`src/rtl/alu_srcb_stage_if.sv`:
```
// Operand-B stage request/response bundle: selector plus sources in, registered operand out.
// The master modport is the producer/consumer side (control FSM plus ALU); slave is the stage.
interface alu_srcb_stage_if #(
  parameter int unsigned WIDTH = 32,
  parameter int unsigned IMM_W = 16
);
  logic             in_valid;
  logic             in_ready;
  logic [2:0]       selector;
  logic [WIDTH-1:0] input_a;
  logic [WIDTH-1:0] input_b;
  logic [WIDTH-1:0] input_c;
  logic [IMM_W-1:0] imm;
  logic             out_valid;
  logic             out_ready;
  logic [WIDTH-1:0] out;
  logic [2:0]       out_sel;

  modport master (
    output in_valid, selector, input_a, input_b, input_c, imm, out_ready,
    input  in_ready, out_valid, out, out_sel
  );

  modport slave (
    input  in_valid, selector, input_a, input_b, input_c, imm, out_ready,
    output in_ready, out_valid, out, out_sel
  );
endinterface

```
`src/rtl/alu_srcb_stage.sv`:
```
// Registered ALU operand-B selector with a 2-entry skid buffer (main + skid).
// Optional illegal-selector flag/counter enabled by defining ALU_SRCB_ILLEGAL_FLAG_EN.
module alu_srcb_stage #(
  parameter int unsigned WIDTH   = 32,
  parameter int unsigned IMM_W   = 16,
  parameter int unsigned CONST_1 = 1,
  parameter int unsigned CONST_2 = 4,
  parameter int unsigned SHIFT   = 2
) (
  input  logic clk,
  input  logic reset_n,
  input  logic flush,
  alu_srcb_stage_if.slave bus
`ifdef ALU_SRCB_ILLEGAL_FLAG_EN
  ,
  output logic       sel_err,
  output logic [7:0] sel_err_cnt
`endif
);

  typedef struct packed {
    logic [2:0]       sel;
    logic [WIDTH-1:0] data;
  } entry_t;

  typedef enum logic [1:0] {S_EMPTY, S_ONE, S_FULL} state_t;

  state_t state_q;
  entry_t main_q, skid_q, dec_d;
  logic   out_valid_q, in_ready_q;
  logic   accept;

  logic signed [IMM_W-1:0] imm_s;
  logic        [WIDTH-1:0] imm_ext, imm_shl;

  assign imm_s   = $signed(bus.imm);
  assign imm_ext = WIDTH'(imm_s);
  assign imm_shl = imm_ext << SHIFT;

  // Decode is captured at accept time so later input changes never leak into buffered data.
  always_comb begin
    dec_d     = '0;
    dec_d.sel = bus.selector;
    unique case (bus.selector)
      3'b000:  dec_d.data = bus.input_a;
      3'b001:  dec_d.data = WIDTH'(CONST_1);
      3'b010:  dec_d.data = WIDTH'(CONST_2);
      3'b011:  dec_d.data = bus.input_b;
      3'b100:  dec_d.data = bus.input_c;
      3'b101:  dec_d.data = imm_ext;
      3'b110:  dec_d.data = imm_shl;
      default: dec_d.data = '0;
    endcase
  end

  assign accept = bus.in_valid && in_ready_q;

  // in_ready is a registered function of state, so out_ready never reaches it combinationally.
  always_ff @(posedge clk or negedge reset_n) begin
    if (!reset_n) begin
      state_q     <= S_EMPTY;
      main_q      <= '0;
      skid_q      <= '0;
      out_valid_q <= 1'b0;
      in_ready_q  <= 1'b1;
    end else if (flush) begin
      state_q     <= S_EMPTY;
      out_valid_q <= 1'b0;
      in_ready_q  <= 1'b1;
    end else begin
      unique case (state_q)
        S_EMPTY: if (accept) begin
          main_q      <= dec_d;
          state_q     <= S_ONE;
          out_valid_q <= 1'b1;
        end
        S_ONE: if (accept && !bus.out_ready) begin
          skid_q     <= dec_d;
          state_q    <= S_FULL;
          in_ready_q <= 1'b0;
        end else if (accept) begin
          main_q <= dec_d;
        end else if (bus.out_ready) begin
          state_q     <= S_EMPTY;
          out_valid_q <= 1'b0;
        end
        S_FULL: if (bus.out_ready) begin
          main_q     <= skid_q;
          state_q    <= S_ONE;
          in_ready_q <= 1'b1;
        end
        default: begin
          state_q     <= S_EMPTY;
          out_valid_q <= 1'b0;
          in_ready_q  <= 1'b1;
        end
      endcase
    end
  end

  assign bus.in_ready  = in_ready_q;
  assign bus.out_valid = out_valid_q;
  assign bus.out       = main_q.data;
  assign bus.out_sel   = main_q.sel;

`ifdef ALU_SRCB_ILLEGAL_FLAG_EN
  logic       ill_acc;
  logic       sel_err_q;
  logic [7:0] sel_err_cnt_q;

  // A flushed request is dropped, so it does not count as an illegal accept.
  assign ill_acc = accept && !flush && (bus.selector == 3'b111);

  always_ff @(posedge clk or negedge reset_n) begin
    if (!reset_n) begin
      sel_err_q     <= 1'b0;
      sel_err_cnt_q <= '0;
    end else if (ill_acc) begin
      sel_err_q <= 1'b1;
      if (sel_err_cnt_q != 8'hFF) sel_err_cnt_q <= sel_err_cnt_q + 8'd1;
    end
  end

  assign sel_err     = sel_err_q;
  assign sel_err_cnt = sel_err_cnt_q;
`endif

endmodule

```
`src/flat_wrapper.sv`:
```
// flat-port wrapper written by rule: the top's interface ports become plain ports
module alu_srcb_stage_flat 
#(
  parameter int unsigned WIDTH   = 32,
  parameter int unsigned IMM_W   = 16,
  parameter int unsigned CONST_1 = 1,
  parameter int unsigned CONST_2 = 4,
  parameter int unsigned SHIFT   = 2
)
  (clk, reset_n, flush, bus_in_valid, bus_selector, bus_input_a, bus_input_b, bus_input_c, bus_imm, bus_out_ready, bus_in_ready, bus_out_valid, bus_out, bus_out_sel);
  alu_srcb_stage_if #(.WIDTH(WIDTH), .IMM_W(IMM_W)) bus_i ();
  input  logic clk;
  input  logic reset_n;
  input  logic flush;
  input wire logic [$bits(bus_i.in_valid)-1:0] bus_in_valid;
  input wire logic [$bits(bus_i.selector)-1:0] bus_selector;
  input wire logic [$bits(bus_i.input_a)-1:0] bus_input_a;
  input wire logic [$bits(bus_i.input_b)-1:0] bus_input_b;
  input wire logic [$bits(bus_i.input_c)-1:0] bus_input_c;
  input wire logic [$bits(bus_i.imm)-1:0] bus_imm;
  input wire logic [$bits(bus_i.out_ready)-1:0] bus_out_ready;
  output wire logic [$bits(bus_i.in_ready)-1:0] bus_in_ready;
  output wire logic [$bits(bus_i.out_valid)-1:0] bus_out_valid;
  output wire logic [$bits(bus_i.out)-1:0] bus_out;
  output wire logic [$bits(bus_i.out_sel)-1:0] bus_out_sel;
  assign bus_i.in_valid = bus_in_valid;
  assign bus_i.selector = bus_selector;
  assign bus_i.input_a = bus_input_a;
  assign bus_i.input_b = bus_input_b;
  assign bus_i.input_c = bus_input_c;
  assign bus_i.imm = bus_imm;
  assign bus_i.out_ready = bus_out_ready;
  assign bus_in_ready = bus_i.in_ready;
  assign bus_out_valid = bus_i.out_valid;
  assign bus_out = bus_i.out;
  assign bus_out_sel = bus_i.out_sel;
  alu_srcb_stage #(.WIDTH(WIDTH), .IMM_W(IMM_W), .CONST_1(CONST_1), .CONST_2(CONST_2), .SHIFT(SHIFT)) u_core (.clk(clk), .reset_n(reset_n), .flush(flush), .bus(bus_i));
endmodule
```
`config.mk`:
```
export PLATFORM = sky130hd
export DESIGN_NAME = alu_srcb_stage_flat
export DESIGN_NICKNAME = d
export VERILOG_FILES = /design/src/rtl/alu_srcb_stage_if.sv /design/src/rtl/alu_srcb_stage.sv /design/src/flat_wrapper.sv
export SDC_FILE = /design/constraint.sdc
export NUM_CORES = 1
export LEC_CHECK = 0
export BUFFER_PORTS_ARGS = -buffer_cell sky130_fd_sc_hd__buf_2
export CAP_MARGIN = 15
export CORE_AREA = 2 2 99 101
export DETAILED_ROUTE_END_ITERATION = 10
export DIE_AREA = 0 0 101 103
export HOLD_SLACK_MARGIN = 0.15
export PLACE_DENSITY = 0.75
export SLEW_MARGIN = 20
export SYNTH_ARGS = -nofsm -noshare
export SYNTH_HDL_FRONTEND = slang
export SYNTH_SLANG_ARGS = --single-unit
```
`constraint.sdc`:
```
create_clock -name clk -period 1.5 [get_ports clk]
set_input_delay 0.45 -clock clk [delete_from_list [all_inputs] [get_ports clk]]
set_output_delay 0.45 -clock clk [all_outputs]
set_load 0.05 [all_outputs]
```
Yosys cells after proc, flatten, opt, wreduce, memory -nomap -nowiden
Cells that the tools add are included.

operators by class
  bitwise logic cells = 1
  reduce and logical (&&, ||, !) cells = 11
  equality and inequality tests = 20
  mux-type cells = 22

operators with widths
  kind                  number
  $pmux W32 S7          1
  $mux W35              3
  $pmux W35 S3          1
  $mux W2               6
  $ne A3 B3 Y1 const B  4
  $eq A3 B3 Y1 const B  3
  $mux W1               8
  $ne A2 B2 Y1 const B  4
  $reduce_and A4 Y1     2
  $eq A3 B2 Y1 const B  2
  $ne A3 B2 Y1 const B  2
  $pmux W1 S3           2
  $pmux W2 S3           1
  $reduce_and A3 Y1     2
  $reduce_and A5 Y1     1
  $ne A4 B3 Y1 const B  1
  $ne A4 B4 Y1 const B  1
  $eq A3 B1 Y1 const B  1
  $logic_not A3 Y1      1
  $reduce_bool A3 Y1    1
  $eq A2 B1 Y1 const B  1
  $eq A2 B2 Y1 const B  1
  $logic_and A1 B1 Y1   2
  $logic_not A2 Y1      1
  other kinds (2)       2

word-level totals
  logic and storage cells = 61
  output and inout bits = 37
  input port bits = 120
  register bits = 74

Logic depth before layout (Yosys ltp)
  word-level depth = 5
  mapped depth = 7
  mapped depth without buffers = 4

Worst setup path before layout
Ideal clock, no wire load.

  kind = input -> register
  from = input bus_selector[2]
  to = register u_core.main_q (netlist bit u_core.bus.out[17])
  setup time = 142 ps
  setup slack = -416 ps
  arrival time = 1773 ps
  stages = 5
  path buffers = 2
  path through = clkbuf_1 > clkbuf_1 > mux2_2 > a222oi_1 > o221ai_1

between the ends
  cells in the longest elaborated chain, start to end = 5

RTL lines
  what                                  line                                        text
  start: declaration                    flat_wrapper.sv:16                          input wire logic [$bits(bus_i.selector)-1:0] bus_selector;
  $eq A3 B3 Y1 (tied with other cells)  alu_srcb_stage.sv:44                        unique case (bus.selector)
  $pmux W32 S7 *                        alu_srcb_stage.sv:44
  $mux W35 *                            alu_srcb_stage.sv:72, alu_srcb_stage.sv:81
  $mux W35                              alu_srcb_stage.sv:77                        S_ONE: if (accept && !bus.out_ready) begin
  $pmux W35 S3 *                        alu_srcb_stage.sv:71                        unique case (state_q)
  end signal: assignment                alu_srcb_stage.sv:88                        main_q <= skid_q;
  end: declaration                      alu_srcb_stage.sv:29                        entry_t main_q, skid_q, dec_d;

Every way passes the cells marked *; elsewhere a longest branch is shown, timed or not. The select of a mux whose other input is x is not followed.
A chain may end at the register's enable or synchronous reset.

Worst setup path after layout
  from = register u_core.in_ready_q (netlist: u_core.bus.in_ready)
  to = register u_core.skid_q[22] in the netlist's numbering

between the ends
  cells in the longest elaborated chain, start to end = 3

RTL lines
  what                         line                  text
  start: declaration           alu_srcb_stage.sv:30  logic out_valid_q, in_ready_q;
  start signal: assignment     alu_srcb_stage.sv:65  in_ready_q <= 1'b1;
  start signal: assignment     alu_srcb_stage.sv:69  in_ready_q <= 1'b1;
  start signal: assignment     alu_srcb_stage.sv:80  in_ready_q <= 1'b0;
  $logic_and A1 B1 Y1          alu_srcb_stage.sv:56  assign accept = bus.in_valid && in_ready_q;
  $logic_and A1 B1 Y1          alu_srcb_stage.sv:77
  $reduce_and A3 Y1 (no line)  --
  end signal: assignment       alu_srcb_stage.sv:63  skid_q <= '0;
  end signal: assignment       alu_srcb_stage.sv:78  skid_q <= dec_d;
  end: declaration             alu_srcb_stage.sv:29

Every way passes these cells.

==> impl_metrics.json <==
{
  "status": "complete, but fails checks",
  "violations": "setup timing",
  "post-place-cells": 696,
  "grt_max_degree": 31,
  "dp_hpwl_um": 9479,
  "netlist.area_leader.share": 0.4577,
  "cp_data_required_time_ps": 1760,
  "syn_avg_cell_area_um2": 9.641,
  "drtAntennaViolNets": 0,
  "power.total_mw": 6.781,
  "root_buffer": "clkbuf_8",
  "fin_setup_tns_ps": -6078,
  "finalWirelength_um": 14280,
  "ir_worst_vdd_mv": 0.6945,
  "nNetsFinal": 732,
  "worstSetupPathDepth": 6,
  "drv_cap": 0,
  "netlist_top_cells_count": "nand2_1 (102), dfrtp_1 (73), o21ai_0 (36), mux2_2 (33), o221ai_1 (30)",
  "synth_area_mm2": 0.003991,
  "drive_gt1_frac": 0.4959,
  "synthCells": 414,
  "maxSlewViolCount": 0,
  "syn-num-nets": 534,
  "ios": 157,
  "cts_num_sinks": 74,
  "path_class": "reg2reg",
  "rsz0062_at_grt": "yes",
  "critPathMaxStageDelay_ps": 550,
  "hold_viol_final": 0,
  "crit_slowest_cell": "dfstp_2",
  "yosys.area.top_type": "dfrtp_1",
  "critPathBufInv": 3,
  "synth-edff-count": 0,
  "cts_tree": "built",
  "setup_ws_ps": -153.5,
  "core_area_mm2": 0.009459,
  "cts_made_buffers": 9,
  "fmax_mhz": 604.8,
  "instances_no_fill": 731,
  "cp_max_fo": 14,
  "min_to": "u_core.bus.out_valid",
  "clock_skew_ps": 8.517,
  "yosys_register_bits": 74,
  "drtIter0Drc": 440,
  "power-per-cell-area_mw_per_mm2": 1131,
  "layout-area-overhead-vs-synth_pct": 50.25,
  "postPlaceCellArea_mm2": 0.005268,
  "clock_latency_ps": 340,
  "drc": 0,
  "clkTransAtPathRegs_ps": 80,
  "final_area_mm2": 0.005997,
  "via_count": 4386,
  "die_x_um": 101,
  "endpoint_kind": "flip-flop",
  "cpLargestDelayFamily": "flip-flops",
  "yosysWarnings": 0,
  "hold_depth": 2,
  "setup_violations": 71,
  "grt_pass1_vias": 4030,
  "drt-wirelength-per-cell_um": 19.53,
  "hold_class": "in2reg",
  "reg2reg_depth": 6,
  "viasPerCell": 6.000,
  "grt_remaining_overflow": 0,
  "finalWorstPathRequiredPeriod_ps": 1654,
  "crit_path_cell_trace": "buf_6, and3b_1, nand3b_1, buf_8, clkbuf_16, o21ai_0",
  "r2r_setup_slack_ps": -150,
  "p_leak_nw": 2.885,
  "dp_slack_ps": -542.3,
  "drt-pass1-iter-count": 6,
  "start_util": 0.4220,
  "holdCritStartpoint": "flush",
  "clk_path_buf_depth": 2,
  "cp.arrival_ps": 1910,
  "synthTopCellsByArea": "dfrtp_1 (46%), nand2_1 (9.6%), mux2_2 (9.3%)",
  "die_y_um": 103,
  "synthDistinctLibCells": 38,
  "grt_pass1_wl_um": 20160,
  "relSlewSlack": 0.6361,
  "synth_most_common_cell": "nand2_1",
  "tightest_slew_ps": 545.9,
  "core.rowCount": 36,
  "ys.flop_type": "dfrtp_1",
  "cts.htree.levels": 3,
  "gp_congestion": 0.8470,
  "antenna_found_initial": 0,
  "ys_seq_area_frac": 0.4643,
  "port_buffers": 156,
  "worstReg2RegStart": "u_core.bus.in_ready",
  "grt_usage": 0.2494,
  "async_reset_ff_frac": 1.000,
  "start_kind": "flip-flop",
  "dieArea_mm2": 0.01040,
  "n_antenna_cell": 0,
  "fin_crit_sh": 1.102,
  "r2r-end": "u_core.skid_q[22]"
}
-- state kept, by name, summed over array words and instances (netlist names) --
register and count:
u_core.bus.in_ready 1, u_core.bus.out_valid 1, u_core.state_q 2, u_core.skid_q 35, u_core.bus.out_sel 3, u_core.bus.out 32
-- report_power, final --
part | total (mW) | internal (mW) | switching [mW]
clock | 1.58 | 0.816 | 0.764
sequential | 2.72 | 2.44 | 0.277
combinational | 2.48 | 0.938 | 1.54
-- timing repair --
action / in CTS / in global routing
endpoints found under the hold margin: 25 / 0
pin swaps: 4 / 11
hold buffers: 1 / 0
endpoints found under the setup margin: 71 / 73
cloned: 4 / 4
setup buffers: 4 / 7
gates resized for setup: 20 / 40
-- layout by cell type (no fill, tap or decap), drive strengths merged, types with 2 or more instances in the layout --
cell / instances
o21ai: 37
a21oi: 8
a22o: 15
buf: 221
o221ai: 30
a21o: 2
nor2: 8
dfrtp: 73
and3b: 2
nor2b: 6
mux2: 33
a22oi: 2
nand3b: 2
o21bai: 2
inv: 2
nand2b: 3
mux2i: 2
a222oi: 29
clkinv: 2
nand3: 2
clkbuf: 18
nand2: 102
nor3: 2
-- how the worst max path moves through the flow --
| stage | start | to | slack [ps] |
|---|---|---|---|
| final | u_core.bus.in_ready | u_core.skid_q[22] | -150 |
| after global routing | u_core.bus.in_ready | u_core.skid_q[26] | -240 |
| after CTS | u_core.bus.in_ready | u_core.bus.out[27] | -130 |
| after detailed placement | bus_selector[2] | u_core.bus.out[0] | -540 |
| after global placement | bus_selector[2] | u_core.bus.out[0] | -500 |
| after floorplan | bus_selector[0] | u_core.bus.out[22] | -280 |
-- through the flow --
step	hold WS (ps)	util
finish	327.8	0.6340
global route	317.8	0.6340
CTS	319.5	0.6033
detailed placement	415.4	0.5569
global placement	407.4	0.5569
floorplan	154.4	-
-- routing by layer --
metal	track usage	vias to the layer above	share of wire
met5	0	-	0
met4	0.08628	0	0.019
met3	0.03661	24	0.086
met2	0.4277	246	0.50
met1	0.3247	2158	0.39
li1	-	1958	-
-- kinds of logic after synthesis --
logic type / Yosys count / synth area share
AND/OR/NAND/NOR: 131 / 0.1404
AO/OA/AOI/OAI: 130 / 0.2498
flip-flops: 74 / 0.4643
buffers and inverters: 44 / 0.04733
multiplexers: 35 / 0.09812
-- cell type report --
class	count	area, µm²
sequential	74	1853
timing repair buffer	229	1668
multi-input combinational	296	2130
fill	753	3462
clock buffer	12	145.1
inverter	2	7.507
tap	114	142.6
clock inverter	4	51.30
-- worst register-to-register path: stages, from the launching register on --
cell	delay [ps]
dfstp_2	550
buf_6	110
and3b_1	200
nand3b_1	130
buf_8	190
clkbuf_16	190
o21ai_0	200
No activity file was read; power rests on OpenSTA's default activity.
